[src/rtl/piso_serializer.sv]
// piso_serializer: parallel-in serial-out shifter with valid/ready load handshake.
// Zero-gap back-to-back words: a new word is accepted during the last-bit cycle.
module piso_serializer #(
    parameter int WIDTH     = 8,
    parameter bit MSB_FIRST = 1'b1
) (
    input  logic             clk,
    input  logic             reset,
    input  logic [WIDTH-1:0] din,
    input  logic             load_valid,
    output logic             load_ready,
    output logic             dout,
    output logic             dout_valid,
    output logic             frame_start,
    output logic             busy
);
    localparam int CW = $clog2(WIDTH);

    typedef enum logic {IDLE, SHIFT} state_t;

    state_t           state;
    logic [WIDTH-1:0] shift_reg;
    logic [CW-1:0]    cnt;
    logic             load;

    assign load_ready  = (state == IDLE) || (cnt == '0);
    assign load        = load_valid && load_ready;
    assign busy        = (state == SHIFT);
    assign dout_valid  = busy;
    assign dout        = busy && (MSB_FIRST ? shift_reg[WIDTH-1] : shift_reg[0]);
    assign frame_start = busy && (cnt == CW'(WIDTH - 1));

    always_ff @(posedge clk or negedge reset) begin
        if (!reset) begin
            state     <= IDLE;
            shift_reg <= '0;
            cnt       <= '0;
        end else if (load) begin
            state     <= SHIFT;
            shift_reg <= din;
            cnt       <= CW'(WIDTH - 1);
        end else if (state == SHIFT) begin
            if (cnt != '0) begin
                shift_reg <= MSB_FIRST ? {shift_reg[WIDTH-2:0], 1'b0} : {1'b0, shift_reg[WIDTH-1:1]};
                cnt       <= cnt - 1'b1;
            end else begin
                // clear leftovers so IDLE always holds an all-zero register
                state     <= IDLE;
                shift_reg <= '0;
            end
        end
    end
endmodule

[config.mk]
export PLATFORM = sky130hd
export DESIGN_NAME = piso_serializer
export DESIGN_NICKNAME = d
export VERILOG_FILES = /design/src/rtl/piso_serializer.sv
export SDC_FILE = /design/constraint.sdc
export NUM_CORES = 1
export LEC_CHECK = 0
export BUFFER_PORTS_ARGS = -buffer_cell sky130_fd_sc_hd__clkbuf_2
export CORE_AREA = 3 3 40 42
export CTS_CLUSTER_SIZE = 12
export DETAILED_ROUTE_END_ITERATION = 10
export DIE_AREA = 0 0 43 45
export GPL_TIMING_DRIVEN = 0
export PLACE_DENSITY = 0.87
export RECOVER_POWER = 100
export SLEW_MARGIN = 15
export SYNTH_ARGS = -nofsm -noshare
export SYNTH_HDL_FRONTEND = slang
export SYNTH_SLANG_ARGS = --single-unit
[constraint.sdc]
create_clock -name clk -period 3.95 [get_ports clk]
set_clock_uncertainty 0.2 [all_clocks]
set_input_delay 0.79 -clock clk [delete_from_list [all_inputs] [get_ports clk]]
set_output_delay 0.79 -clock clk [all_outputs]
set_load 0.02 [all_outputs]
After elaboration in Yosys (flattened, before gate mapping)
Index checks and enable logic that the tools add are counted.
- output and inout bits: 5
- bits in read-only memories: 0
- logic and storage cells: 24
- bits in latches: 0
- register bits after elaboration: 12
- input port bits: 11
- RAM bits: 0
- memories kept: 0
- mux-type cells: 9
- order comparisons: 0
- $add $sub $neg: 1
- reductions and logical operators: 9
- shift operators: 0
- equal/unequal tests: 1
- divide/modulo/power cells: 0
- multipliers: 0
- bitwise logic cells: 1
- operators with widths (kind ; number):
    2-to-1 mux 8 bit ; 3
    2-to-1 mux 3 bit ; 3
    nonzero test 2 bit ; 2
    == test 3 bit, second input constant ; 1
    logical AND 1 bit ; 3
    logical NOT 3 bit ; 1
    2-to-1 mux 1 bit ; 3
    nonzero test 3 bit ; 1
    subtractor 3 x 1 -> 3 bit, second input constant ; 1
    AND reduction 2 bit ; 1
    logical OR 1 bit ; 1
    NOT 1 bit ; 1

Logic depth before layout (Yosys ltp)
- depth after elaboration: 5
- gate-level depth with buffers: 6

Worst setup path before layout
OpenSTA, ideal clock, no wires.
- path type: register to output
- start point: register cnt[0]
- end point: output port load_ready
- data required time: 2960 ps
- stages on the path, launching flop included: 6
- data arrival time: 1100 ps
- path buffers: 1
- setup slack: 1860 ps
- cell sequence: dfrtp_1 inv_1 ha_1 a21boi_1 buf_4 inv_1
- word-level cells in the longest chain between the ends: 2
- ends and longest elaborated chain (item ; line ; source):
    start, declared ; 23 ; logic [CW-1:0] cnt;
    start signal, assigned ; 41 ; cnt <= CW'(WIDTH - 1);
    start signal, assigned ; 45 ; cnt <= cnt - 1'b1;
    logical NOT 3 bit ; 26 ; assign load_ready = (state == IDLE) || (cnt == '0);
    logical OR 1 bit ; 26 ;
    end, declared ; 11 ; output logic load_ready,
Every way passes these cells.

Worst setup path in the final report
Same ends and word-level chain as after synthesis.

==> results.toml <==
[routing]
vias = 528
final_antenna_net_count = 0
drc = 0
detailedRoute.firstPassIterationCount = 4
vias_per_cell = 5.50
routedWlPerCell_um = 15.4
drtIter0Drc = 9
routed_wl_um = 1480

[cells_and_area]
multi_input_comb_area_sq_um = 317
n_fill_cell = 108
seq_area_sq_um = 300
syn_to_final_growth_pct = 16.5
insertedDiodeCount = 0
drive_gt1_share_pct = 22.2
largest_reg_flops = 8
nNetsFinal = 96

[pwr]
power_mw = 0.529
power.ir.vdd_worst_mv = 0.294
total_leakage_power_nw = 0.415
power_density_over_cell_area_nw_per_um2 = 674

[timing]
slew_viol_final = 0
highest_clock_rate_ghz = 0.338
hold_violations = 0
layout_setup_ws_ns = 0.993
max_slew.worst_pin.slew_ns = 0.659
slew_headroom_pct = 56.1
post-route-min-period_ns = 2.96
hold_slack_ns = 0.301
rsz_0062_raised_after_global_routing = "no"
min_period_over_period_pct = 74.8
fin_tns_setup_ns = 0
finalSetupViolCount = 0

[placement]
gp_congestion = 0.682
io_buffers = 15
dpl.hpwl_um = 981
dpl_worst_slack_ns = 1.65

[setup_path]
critPathMaxFanout = 10
crit_path_top_delay_cell = "clkbuf_1"
worst_setup_path_end_kind = "output port"
worst_ep_required_time_ns = 2.96
critical_path.reg2reg.endpoint = "cnt[1]"
crit_path_cell_trace = "inv_1, ha_1, a21boi_0, clkbuf_1, inv_1, clkbuf_1"
critPathMaxStageDelay_ns = 0.43
launch_instance_of_the_worst_register_to_register_path = "cnt[0]"
criticalPathCategory = "flip-flop to output port"
reg2reg_depth = 5
startpoint_type = "flip-flop"
critical_path_arrival_ns = 1.97
flop_to_flop_setup_slack_ns = 1.97

[floorplan]
die_h_um = 45
initial_core_util_pct = 52.4
top_level_port_count = 16
design.die.area_sq_um = 1940
die_width_um = 43
floorplan.core_area_sq_um = 1280
fp-row-count = 13

[synth]
yosys.cell_types.count = 20
syn_nets = 76
ys_seq_elements = 12
synthesis.yosys.warnings = 0
register_area_share_after_synthesis_pct = 44.6
cell_area_synth_sq_um = 673
syn_avg_cell_area_sq_um = 10.9
synth_edf_count = 0
postSynth.topFlopCell = "dfrtp_1"
postSynthCellCount = 62
async_flop_share_pct = 100

[clock_network]
cts_buffer_depth = 2
cts_root_buf = "clkbuf_4"
clock_sink_count = 12
cts_inserted_buffers = 3
post-cts-setup-buffer-count = 0
worstSkewPairLatency_ns = 0.28
cts.clk_slew.worst_paths_ns = 0.08
post_cts_resized = 0
cts_tree = "yes"
cts_hold_buf = 0
htree_num_levels = 1

[worst_hold_path]
hold_path_class = "input pin to async pin"

[global_route]
number_of_antenna_violations_at_the_first_check_in_global_routing = 0
grt_start_max_net_pins = 13
grt_first_pass_wirelength_um = 2430
global_route.usage.total_pct = 17.8
first_global_vias = 524
overflow_left_after_global_routing = 0

[outcome]
status = "completed"

[flow_run]
cap_violations = 0
## cells by family after synthesis
family / after synthesis / share of synthesized area [%]
AND/OR/NAND/NOR: 17 / 12.3
flip-flops: 12 / 44.6
AO/OA/AOI/OAI: 11 / 14.3
multiplexers: 10 / 14.9
buffers and inverters: 9 / 8.36
adder cells (fa/ha/maj): 3 / 5.58
## worst max-delay path: cells and delay by family, from the launching register on
family          cells  cell delay [ns]
buf+inv             4             0.77
flops               1             0.40
compound gates      1             0.28
fa+ha+maj           1             0.23
## cell type report
type / instances / area share [%]
Tap cell: 15 / 2.39
Buffer: 5 / 3.83
Clock buffer: 4 / 4.63
Inverter: 4 / 1.91
Multi-Input combinational cell: 41 / 40.4
Sequential cell: 12 / 38.3
Timing Repair Buffer: 15 / 8.61
## per-stage QoR
stage | std cells | util, % | area [sq um]
CTS | 96 | 62.5 | 803
detailed placement | 92 | 59.7 | 767
floorplan | 62 | - | 673
finish | 96 | 61.1 | 785
global route | 96 | 61.1 | 785
global placement | 92 | 59.7 | 767
## where the power goes
group          total (mW)  switching [mW]  internal, mW
combinational       0.219           0.121        0.0990
sequential          0.207          0.0379         0.169
clock               0.102          0.0455        0.0562
total               0.529           0.204         0.325
## worst max path at each step
| stage | start | end | slack, ns |
|---|---|---|---|
| after floorplan | cnt[0] | load_ready | 1.86 |
| after global placement | cnt[0] | load_ready | 1.69 |
| after detailed placement | cnt[0] | load_ready | 1.65 |
| after CTS | cnt[0] | load_ready | 1.33 |
| after global routing | cnt[0] | load_ready | 0.84 |
| final | cnt[0] | load_ready | 0.99 |
## cell usage in the layout (no fill, tap or decap), drive strengths merged, types with 2 or more instances in the layout
cell type	n
clkbuf	22
a221o	7
mux2i	10
dfrtp	12
ha	3
nor2	9
nor3	2
buf	2
inv	4
## per-layer routing
layer / wire length [um] / share of wire (%) / up-vias / GRT usage, %
li1: - / - / 259 / -
met1: 636 / 43 / 248 / 21.4
met2: 706 / 48 / 14 / 28.4
met3: 86 / 5.8 / 7 / 4.78
met4: 51 / 3.4 / 0 / 10.8
met5: 0 / 0 / - / 0
## cells in the mapped netlist, types with 2 or more instances
master   instances  area [sq um]
a221o_1          7          70.1
buf_4            2          15.0
buf_6            2          22.5
dfrtp_1         12           300
ha_1             3          37.5
inv_1            4          15.0
mux2i_1         10           100
nor2_1           9          33.8
nor3_1           2          10.0
No activity file was read; power rests on OpenSTA's default activity.
